File: config.mk
export PLATFORM = sky130hd
export DESIGN_NAME = seven_segment_decoder
export DESIGN_NICKNAME = d
export VERILOG_FILES = /design/src/rtl/seven_segment_decoder.sv
export SDC_FILE = /design/constraint.sdc
export NUM_CORES = 1
export LEC_CHECK = 0
export CELL_PAD_IN_SITES_DETAIL_PLACEMENT = 0
export CELL_PAD_IN_SITES_GLOBAL_PLACEMENT = 1
export CORE_AREA = 2 2 46 48
export DETAILED_ROUTE_END_ITERATION = 10
export DIE_AREA = 0 0 48 50
export PLACE_DENSITY_LB_ADDON = 0.05
export RECOVER_POWER = 25
export SETUP_SLACK_MARGIN = 0.2
export SYNTH_ARGS = -nofsm -noshare
export SYNTH_HDL_FRONTEND = slang
export SYNTH_SLANG_ARGS = --single-unit
File: constraint.sdc
create_clock -name clk -period 0.8 [get_ports clk]
set_clock_uncertainty 0.2 [all_clocks]
set_input_delay 0.08 -clock clk [delete_from_list [all_inputs] [get_ports clk]]
set_output_delay 0.08 -clock clk [all_outputs]
set_load 0.02 [all_outputs]
File: src/rtl/seven_segment_decoder.sv
// Registered BCD-to-seven-segment decoder for one common-cathode digit.
// Supports lamp test, blanking and ripple-blanking (leading-zero suppression).
// Illegal codes 10-15 are flagged on err and shown as a dark digit.
// Every output is a direct flop output, so the segment lines never glitch.
module seven_segment_decoder (
    input  logic clk,
    input  logic rst,
    input  logic w,
    input  logic x,
    input  logic y,
    input  logic z,
    input  logic lt,
    input  logic bl,
    input  logic rbi,
    output logic a,
    output logic b,
    output logic c,
    output logic d,
    output logic e,
    output logic f,
    output logic g,
    output logic rbo,
    output logic err
);

    // Segment vectors are ordered {a, b, c, d, e, f, g}.
    localparam logic [6:0] SegOff = 7'b000_0000;
    localparam logic [6:0] SegAll = 7'b111_1111;

    logic [3:0] w_code;
    logic       w_illegal;
    logic       w_zero;
    logic [6:0] w_decode;
    logic [6:0] w_seg_next;
    logic       w_rbo_next;

    logic [6:0] r_seg;
    logic       r_rbo;
    logic       r_err;

    assign w_code = {w, x, y, z};

    // Classify the incoming code: illegal (10-15) and zero.
    always_comb begin
        w_illegal = (w_code > 4'd9);
        w_zero    = (w_code == 4'd0);
    end

    // Raw BCD decode; illegal codes show nothing.
    always_comb begin
        w_decode = SegOff;
        case (w_code)
            4'd0:    w_decode = 7'b111_1110;
            4'd1:    w_decode = 7'b011_0000;
            4'd2:    w_decode = 7'b110_1101;
            4'd3:    w_decode = 7'b111_1001;
            4'd4:    w_decode = 7'b011_0011;
            4'd5:    w_decode = 7'b101_1011;
            4'd6:    w_decode = 7'b101_1111;
            4'd7:    w_decode = 7'b111_0000;
            4'd8:    w_decode = 7'b111_1111;
            4'd9:    w_decode = 7'b111_1011;
            default: w_decode = SegOff;
        endcase
    end

    // Override priority: lamp test, then blank, then ripple blank, then decode.
    always_comb begin
        w_seg_next = w_decode;
        w_rbo_next = 1'b0;
        if (lt) begin
            w_seg_next = SegAll;
        end else if (bl) begin
            w_seg_next = SegOff;
        end else if (rbi && w_zero) begin
            // Suppressed zero: tell the next less-significant digit to blank its zero too.
            w_seg_next = SegOff;
            w_rbo_next = 1'b1;
        end
    end

    // Output registers; reset clears the display immediately.
    always_ff @(posedge clk or posedge rst) begin
        if (rst) begin
            r_seg <= SegOff;
            r_rbo <= 1'b0;
            r_err <= 1'b0;
        end else begin
            r_seg <= w_seg_next;
            r_rbo <= w_rbo_next;
            r_err <= w_illegal;
        end
    end

    assign {a, b, c, d, e, f, g} = r_seg;
    assign rbo = r_rbo;
    assign err = r_err;

endmodule

==> key figures, run 1 <==
Timing
  • Final setup fails: 18
  • Rel. slew slack: 75.4%
  • Slew @ Worst Pin: 368 ps
  • Period minus WS final: 1030 ps
  • Final hold slack: -24.1 ps
  • Max-slew violations: 0
  • Final Hold Violating Endpoints: 9
  • Final WS setup: -229 ps
  • Timing-limited maximum frequency: 972 MHz
  • RSZ-0062 raised after global routing: yes
  • Fin crit share: 129%

Synth
  • Post-synth top cells: dfrtp_1 (9), ha_1 (6), a21oi_1 (4)
  • Synth top area cells: dfrtp_1 (44%), ha_1 (15%), a21oi_1 (3.9%)
  • Main synth FF type: dfrtp_1
  • Distinct cells, synth: 22
  • Top-count cell post-synth: dfrtp_1
  • Syn Inst Count: 49
  • Synth Register Bits: 9
  • Mean area per synthesized cell: 10.4 µm²
  • Sequential-to-total area share from yosys stat: 44.3%
  • Synth async-reset ratio: 100%
  • Synthesized cell area: 508 µm²
  • Number of synthesized flops with an enable pin: 0
  • Dominant cell type by area after synthesis: dfrtp_1
  • Top-area cell type share of the netlist area: 44.3%
  • Warnings from Yosys: 0
  • Syn nets: 64

Power
  • Leak: 0.429 nW
  • Peak supply drop: 0.000450 V
  • Power per cell area: 1270 nW/µm²
  • Overall Power: 1.21 mW

Layout
  • Area occupied by multi-input gates: 324 µm²
  • Final Core Density: 49.9%
  • Fill cell count: 182
  • Layout cells sized above 1: 48.1%
  • Antenna diodes: 0
  • Post-route design area: 950 µm²
  • Reg area: 225 µm²
  • P&R area growth vs syn: 86.9%
  • Final nets: 97

Global routing
  • Largest net degree at the start of global routing: 10
  • Global-route wire length before repair: 1.68 mm
  • Total track usage: 9.72%
  • Congestion Overflow GR: 0
  • Vias in the first global route: 428
  • Initial antenna violation count: 0

Clock network
  • CTS tree: yes
  • CTS buffer count: 3
  • CTS Root Cell: clkbuf_4
  • # clock sinks: 9
  • H-tree depth: 1
  • Reg clk slew, reported paths: 50 ps
  • CTS Buffer Depth: 2

Setup path
  • CP endpoint kind: flip-flop
  • Crit. path cell count: 7
  • CP bufs+invs: 3
  • Slowest CP cell: and4bb_1
  • Crit-path cells: buf_6 > buf_8 > inv_16 > ha_4 > and4bb_1 > a211oi_2 > or2_1
  • Critical Path Fanout Max: 4
  • Top Family by Delay on Critical Path: simple AND/OR/NAND/NOR gates
  • Critical path startpoint category: input port
  • Crit Path Category: in -> reg
  • Critical path's largest stage delay: 240 ps
  • CP required: 740 ps
  • Worst EP arrival: 970 ps

Drt
  • ANT nets after route: 0
  • Drt total wl: 961 µm
  • WL/cell: 8.90 µm
  • DR pass1 iterations: 1
  • DR DRC count: 0
  • DR vias/cell: 4.07
  • Vias: 440
  • DRT iter0 DRCs: 0

Run
  • Max-Cap Viols: 0

Place
  • Port bufs: 17
  • RePlAce Congestion: 0.680
  • Detailed Place HPWL: 818 µm
  • DP Area: 846 µm²

Outcome
  • Failing checks: negative hold slack, negative setup slack
  • Status: complete, but fails checks

Die
  • # rows: 16
  • Chip Width: 48 µm
  • I/O pin count: 18
  • DIE AREA: 2400 µm²
  • Initial Util: 26.7%
  • Die height: 50 µm
  • Area of the core: 1900 µm²

Min path
  • Worst Hold Class: in -> async
[worst paths after layout]
check	endpoint	from	slack, ps
worst max-delay path	r_seg[2]$_DFF_PP0_	z	-230
max in group asynchronous	r_seg[0]$_DFF_PP0_	rst	160
worst min-delay path	r_seg[1]$_DFF_PP0_	rst	-20
min in group clk	rbo$_DFF_PP0_	lt	10
[layout by cell type, fill, tap and decap left out, drive strengths merged, types with 2 or more instances in the layout]
| cell | n |
|---|---|
| buf | 22 |
| dlygate4sd2 | 5 |
| o21ai | 3 |
| a21o | 2 |
| nand2 | 2 |
| o21a | 2 |
| dfrtp | 9 |
| a21oi | 4 |
| nor2 | 3 |
| nor2b | 2 |
| inv | 3 |
| or2 | 2 |
| nand2b | 2 |
| ha | 6 |
| clkbuf | 4 |
[what timing repair did]
action	4_1_cts	5_1_grt
setup endpoints to repair	18	18
hold endpoints to repair	9	9
resized for setup	75	7
pin swaps	11	9
buffers inserted	1	1
[routing by layer]
layer / global-route usage, % / vias to the layer above / part of all wire, %
li1: - / 234 / -
met5: 0 / - / 0
met2: 15.3 / 17 / 52
met1: 11.6 / 187 / 40
met4: 6.76 / 0 / 1.6
met3: 1.10 / 2 / 6.2
[area by class of cell]
class                   count  area share [%]
flip-flops and latches      9            23.7
clock buffers               4            2.77
repair buffers             29            31.6
multi-input cells          36            34.1
inverters                   3            4.22
well taps                  27            3.56
[sequential cells by signal, summed over array words and instances (netlist names)]
name and flops:
rbo 1, r_seg 7, err 1
[cell families (layout without fill, tap and decap cells)]
logic type                 count (synthesis)  after routing  share of synthesized area [%]
adders and majority gates                  6              6                           14.8
buffers and inverters                      4             36                           3.69
and+or+nand+nor                           16             16                           19.5
DFF                                        9              9                           44.3
AOI/OAI and AO/OA                         14             14                           17.7
[tightest hold or removal path: cells and delay by family]
family | cells | cell delay, ps
buffers and inverters | 3 | 760
[per-stage QoR]
stage | setup TNS [ps] | setup WS (ps) | hold slack, ps | std cells
6_report | -3580 | -229 | -24.1 | 108
5_1_grt | -4170 | -257 | 32.4 | 108
4_1_cts | -3640 | -257 | -81.4 | 107
3_5_place_dp | -10700 | -900 | 198 | 102
3_3_place_gp | -10730 | -893 | 194 | 102
2_1_floorplan | -962 | -210 | -292 | 49
[power breakdown]
part / internal [mW] / total [mW] / switching, mW / leakage (nW)
clock: 0.191 / 0.324 / 0.133 / 0.0150
combinational: 0.207 / 0.381 / 0.173 / 0.310
sequential: 0.488 / 0.502 / 0.0133 / 0.104
No activity file was read; power rests on OpenSTA's default activity.
==> run 2, diff against run 1 <==
--- a/config.mk
+++ b/config.mk
@@ -11,7 +11,7 @@
 export DETAILED_ROUTE_END_ITERATION = 10
 export DIE_AREA = 0 0 48 50
 export PLACE_DENSITY_LB_ADDON = 0.05
-export RECOVER_POWER = 25
+export RECOVER_POWER = 50
 export SETUP_SLACK_MARGIN = 0.2
 export SYNTH_ARGS = -nofsm -noshare
 export SYNTH_HDL_FRONTEND = slang
==> results of run 2 <==
Final layout, timing and power as in run 1 (identical DEF).
